===== src/rtl/ram_access_arbiter_pkg.sv =====
// Shared widths, FSM state encoding and the round-robin pick for the ram access arbiter.
package ram_access_arbiter_pkg;

    localparam int RAM_ADDR_W = 9;
    localparam int RAM_DATA_W = 32;

    typedef enum logic [1:0] {
        ST_IDLE  = 2'd0,
        ST_ISSUE = 2'd1,
        ST_RESP  = 2'd2,
        ST_ACK   = 2'd3
    } arb_state_e;

    // On a tie the port that did not win last time is picked; otherwise the lone requester.
    function automatic logic pick_port(input logic r0, input logic r1, input logic last_grant);
        if (r0 && r1) begin
            return ~last_grant;
        end
        return r1;
    endfunction

endpackage


===== src/rtl/ram_access_arbiter.sv =====
// Two-port arbiter in front of a single-port ram: serialises accesses, round-robins ties,
// drives the ram strobes for one cycle and returns read data with a one-cycle ack pulse.
module ram_access_arbiter
    import ram_access_arbiter_pkg::*;
#(
    parameter int ADDR_W = RAM_ADDR_W,
    parameter int DATA_W = RAM_DATA_W
) (
    input  logic              clock_i,
    input  logic              clear_i,
    input  logic              req0_i,
    input  logic              req1_i,
    input  logic              we0_i,
    input  logic              we1_i,
    input  logic [ADDR_W-1:0] addr0_i,
    input  logic [ADDR_W-1:0] addr1_i,
    input  logic [DATA_W-1:0] wdata0_i,
    input  logic [DATA_W-1:0] wdata1_i,
    output logic              ack0_o,
    output logic              ack1_o,
    output logic [DATA_W-1:0] rdata0_o,
    output logic [DATA_W-1:0] rdata1_o,
    output logic              busy_o,
    output logic [DATA_W-1:0] ram_d_o,
    output logic [ADDR_W-1:0] ram_addr_o,
    output logic              ram_read_o,
    output logic              ram_write_o,
    input  logic [DATA_W-1:0] ram_q_i
);

    arb_state_e        state_q;
    logic              last_grant_q;
    logic              gnt_q;
    logic              we_l_q;
    logic              ack0_q;
    logic              ack1_q;
    logic [DATA_W-1:0] rdata0_q;
    logic [DATA_W-1:0] rdata1_q;
    logic [DATA_W-1:0] ram_d_q;
    logic [ADDR_W-1:0] ram_addr_q;
    logic              ram_read_q;
    logic              ram_write_q;

    logic              gnt_d;
    logic              we_d;
    logic [ADDR_W-1:0] addr_d;
    logic [DATA_W-1:0] wdata_d;

    always_comb begin
        gnt_d   = pick_port(req0_i, req1_i, last_grant_q);
        we_d    = gnt_d ? we1_i    : we0_i;
        addr_d  = gnt_d ? addr1_i  : addr0_i;
        wdata_d = gnt_d ? wdata1_i : wdata0_i;
    end

    // Strobes are registered at the grant edge so they are high exactly during ISSUE.
    always_ff @(posedge clock_i or posedge clear_i) begin
        if (clear_i) begin
            state_q      <= ST_IDLE;
            last_grant_q <= 1'b1;
            gnt_q        <= 1'b0;
            we_l_q       <= 1'b0;
            ack0_q       <= 1'b0;
            ack1_q       <= 1'b0;
            rdata0_q     <= '0;
            rdata1_q     <= '0;
            ram_d_q      <= '0;
            ram_addr_q   <= '0;
            ram_read_q   <= 1'b0;
            ram_write_q  <= 1'b0;
        end else begin
            ack0_q      <= 1'b0;
            ack1_q      <= 1'b0;
            ram_read_q  <= 1'b0;
            ram_write_q <= 1'b0;
            case (state_q)
                ST_IDLE: begin
                    if (req0_i || req1_i) begin
                        gnt_q        <= gnt_d;
                        last_grant_q <= gnt_d;
                        we_l_q       <= we_d;
                        ram_addr_q   <= addr_d;
                        ram_d_q      <= wdata_d;
                        ram_write_q  <= we_d;
                        ram_read_q   <= ~we_d;
                        state_q      <= ST_ISSUE;
                    end
                end
                ST_ISSUE: begin
                    state_q <= ST_RESP;
                end
                ST_RESP: begin
                    // ram_q_i carries the word addressed during ISSUE in this cycle.
                    if (!we_l_q) begin
                        if (gnt_q) begin
                            rdata1_q <= ram_q_i;
                        end else begin
                            rdata0_q <= ram_q_i;
                        end
                    end
                    ack0_q  <= ~gnt_q;
                    ack1_q  <= gnt_q;
                    state_q <= ST_ACK;
                end
                ST_ACK: begin
                    state_q <= ST_IDLE;
                end
                default: begin
                    state_q <= ST_IDLE;
                end
            endcase
        end
    end

    assign ack0_o      = ack0_q;
    assign ack1_o      = ack1_q;
    assign rdata0_o    = rdata0_q;
    assign rdata1_o    = rdata1_q;
    assign busy_o      = (state_q != ST_IDLE);
    assign ram_d_o     = ram_d_q;
    assign ram_addr_o  = ram_addr_q;
    assign ram_read_o  = ram_read_q;
    assign ram_write_o = ram_write_q;

endmodule

===== config.mk =====
export PLATFORM = sky130hd
export DESIGN_NAME = ram_access_arbiter
export DESIGN_NICKNAME = d
export VERILOG_FILES = /design/src/rtl/ram_access_arbiter_pkg.sv /design/src/rtl/ram_access_arbiter.sv
export SDC_FILE = /design/constraint.sdc
export NUM_CORES = 1
export LEC_CHECK = 0
export ABC_AREA = 1
export CORE_MARGIN = 2
export CORE_UTILIZATION = 43
export CTS_BUF_LIST = sky130_fd_sc_hd__clkbuf_2
export DETAILED_ROUTE_END_ITERATION = 8
export PLACE_DENSITY = 0.84
export SLEW_MARGIN = 20
export SYNTH_ARGS = -nofsm -noshare
export SYNTH_HDL_FRONTEND = slang
export SYNTH_SLANG_ARGS = --single-unit

===== constraint.sdc =====
create_clock -name clock_i -period 5.3 [get_ports clock_i]
set_input_delay 1.06 -clock clock_i [delete_from_list [all_inputs] [get_ports clock_i]]
set_output_delay 1.06 -clock clock_i [all_outputs]
set_load 0.03 [all_outputs]

==> results.sh <==
export IMPL_hpwlAfterDp_um=9820
export IMPL_relSlewSlack_pct=33.04
export IMPL_dieArea_mm2=0.01278
export IMPL_syn_mean_instance_area_um2=8.104
export IMPL_maxSlewViolCount=0
export IMPL_slowest_delay_ps=730
export IMPL_wl_um=13580
export IMPL_tns_ps=0
export IMPL_drtIter0Drc=334
export IMPL_critPathKind="reg2out"
export IMPL_cts_max_path_buffers=2
export IMPL_worst_endpoint_required_ps=4240
export IMPL_grt_use_met1_pct=27.68
export IMPL_gr_usage_all_layers_pct=22.14
export IMPL_path_buf_inv=3
export IMPL_fin_crit_ps=3240
export IMPL_area_growth_pct=49.28
export IMPL_cts_resized_gates=0
export IMPL_placed_cell_area_mm2=0.007416
export IMPL_place_congestion=0.8063
export IMPL_whs_ps=500.6
export IMPL_rsz0062_at_grt="no"
export IMPL_fin_ws_ps=2060
export IMPL_hold_viol=0
export IMPL_ys_warn_count=0
export IMPL_pre_cts_ws_ps=2491
export IMPL_post_cts_buffers=0
export IMPL_final_cell_mix="clkdlybuf4s50_1 (228), nand2_1 (197), inv_1 (122)"
export IMPL_final_common_cell="clkdlybuf4s50_1"
export IMPL_ir_worst_vdd_mv=0.2509
export IMPL_tightest_slew_ps=1001
export IMPL_met3_usage_pct=9.373
export IMPL_postCtsHoldBufs=0
export IMPL_ys_seq_area_share_pct=55.81
export IMPL_start_util_pct=44.40
export IMPL_cp_cell_sequence="inv_1, ha_1, inv_1, clkdlybuf4s50_1"
export IMPL_crit_path_max_fanout=4
export IMPL_final_area_mm2=0.007634
export IMPL_cts_buffers=17
export IMPL_crit_top_cell="inv_1"
export IMPL_total_power_w=0.004702
export IMPL_finalNetCount=971
export IMPL_htree_levels=4
export IMPL_cp_arrival_ps=2180
export IMPL_max_freq_ghz=0.3087
export IMPL_drc=20
export IMPL_pin_count=230
export IMPL_vias=4740
export IMPL_gr_max_usage_layer="met2"
export IMPL_diodes=0
export IMPL_crit_path_top_delay_cell="clkdlybuf4s50_1"
export IMPL_grt_pass1_vias=4777
export IMPL_powerDensity_mw_per_mm2=616.0
export IMPL_grt_util_met2_pct=34.61
export IMPL_num_rows=39
export IMPL_grt_max_degree=84
export IMPL_start_kind="flip-flop"
export IMPL_cts_tree="done"
export IMPL_core_mm2=0.01152
export IMPL_worstSkewPairLatency_ps=630
export IMPL_drv_cap=0
export IMPL_ys_ff_latch=114
export IMPL_die_h_um=113.1
export IMPL_clock_sinks=114
export IMPL_status="finished, violations left"
export IMPL_p_leak_nw=3.966
export IMPL_setup_viol=0
export IMPL_cts_root_buf="clkbuf_2"
export IMPL_clock_skew_ps=31.46
export IMPL_clk_pin_slew_ps=150
export IMPL_end_kind="output port"
export IMPL_post_route_period_util_pct=61.13
export IMPL_die_width_um=113.1
export IMPL_firstDrtPassIters=7
export IMPL_drtAntennaViolNets=0
export IMPL_violations="DRC"
export IMPL_synth_cell_type_count=21
export IMPL_hp_class="reg2reg"
export IMPL_grt_pass1_wl_um=22400
export IMPL_grt_ovfl_total=0
export IMPL_io_buffers=229
export IMPL_drive_gt1_share_pct=5.110
export IMPL_synthCells=631
export IMPL_cpLargestDelayFamily="buffers and inverters"
export IMPL_synth_nets=753
export IMPL_antenna_found_initial=0
export IMPL_wl_per_cell_um=13.52
export IMPL_vias_per_cell=4.721
export IMPL_syn_area_mm2=0.005114
-- through the flow --
step | util (%) | instances
6_report | 66.29 | 1004
5_1_grt | 66.29 | 1004
4_1_cts | 66.22 | 1004
3_5_place_dp | 64.40 | 973
3_3_place_gp | 64.40 | 973
2_1_floorplan | - | 631
-- layout make-up --
class                           count  area, um2
Fill cell                         977       3882
Multi-Input combinational cell    359       1602
Sequential cell                   114       2854
Timing Repair Buffer              232       2310
Tap cell                          143      178.9
Clock inverter                     13      120.1
Clock buffer                       18      90.09
Inverter                          125      479.2
-- cells in the mapped netlist --
cell	instances	area (um2)
nand2_1	197	739.5
inv_1	123	461.7
dfrtp_1	113	2828
nand3_1	85	425.4
o21ai_0	49	245.2
o21ai_1	18	90.09
buf_2	12	60.06
clkbuf_1	7	26.28
buf_4	5	37.54
buf_1	4	15.01
buf_6	4	45.04
nand2_2	4	25.02
ha_1	2	25.02
a21oi_2	1	8.760
clkbuf_2	1	5.000
dfstp_2	1	26.28
inv_2	1	3.750
inv_6	1	8.760
nor2_2	1	6.260
nor2_4	1	11.26
nor2_8	1	20.02
-- worst paths after layout --
check	startpoint	end	slack [ps]	cells past startpoint
worst max-delay path	state_q[0]$_DFFE_PP0P_	busy_o	2060	4
worst min-delay path	ram_d_o[27]$_DFFE_PP0P_	ram_d_o[27]$_DFFE_PP0P_	500	2
worst max register to register	state_q[0]$_DFFE_PP0P_	ram_d_o[12]$_DFFE_PP0P_	3360	7
worst min register to register	ram_d_o[27]$_DFFE_PP0P_	ram_d_o[27]$_DFFE_PP0P_	500	2
max in group asynchronous	clear_i	last_grant_q$_DFFE_PP1P_	3440	3
min in group asynchronous	clear_i	ram_d_o[24]$_DFFE_PP0P_	920	2
-- sequential cells by signal, summed over array words and instances (netlist names), 2 cells and up --
name and count:
rdata0_o 32, ram_addr_o 9, ram_d_o 32, state_q 2, rdata1_o 32
-- metal layers --
| layer | wire, um | vias up |
|---|---|---|
| li1 | - | 2349 |
| met1 | 5397 | 2133 |
| met2 | 6167 | 236 |
| met3 | 1724 | 22 |
| met4 | 291 | 0 |
| met5 | 0 | - |
-- cells by family after synthesis --
logic type | after synthesis | share of synthesized area, %
AO/OA/AOI/OAI | 68 | 6.729
adder cells (fa/ha/maj) | 2 | 0.4893
buffers and inverters | 158 | 12.97
flip-flops | 114 | 55.81
AND/OR/NAND/NOR | 289 | 24.00
-- power by group --
group	leakage [nW]	internal [W]	switching [W]
Clock	0.132	0.000206	0.000320
Sequential	1.39	0.00130	0.000230
Combinational	2.44	0.00103	0.00161
-- worst register-to-register path, cell delays in order (launching register included) --
cell and delay [ps]:
dfrtp_1 390, inv_1 90, ha_1 230, inv_1 140, nor2_8 520, inv_6 270
nand2_1 180, nand2_1 60
No activity file was read; power rests on OpenSTA's default activity.
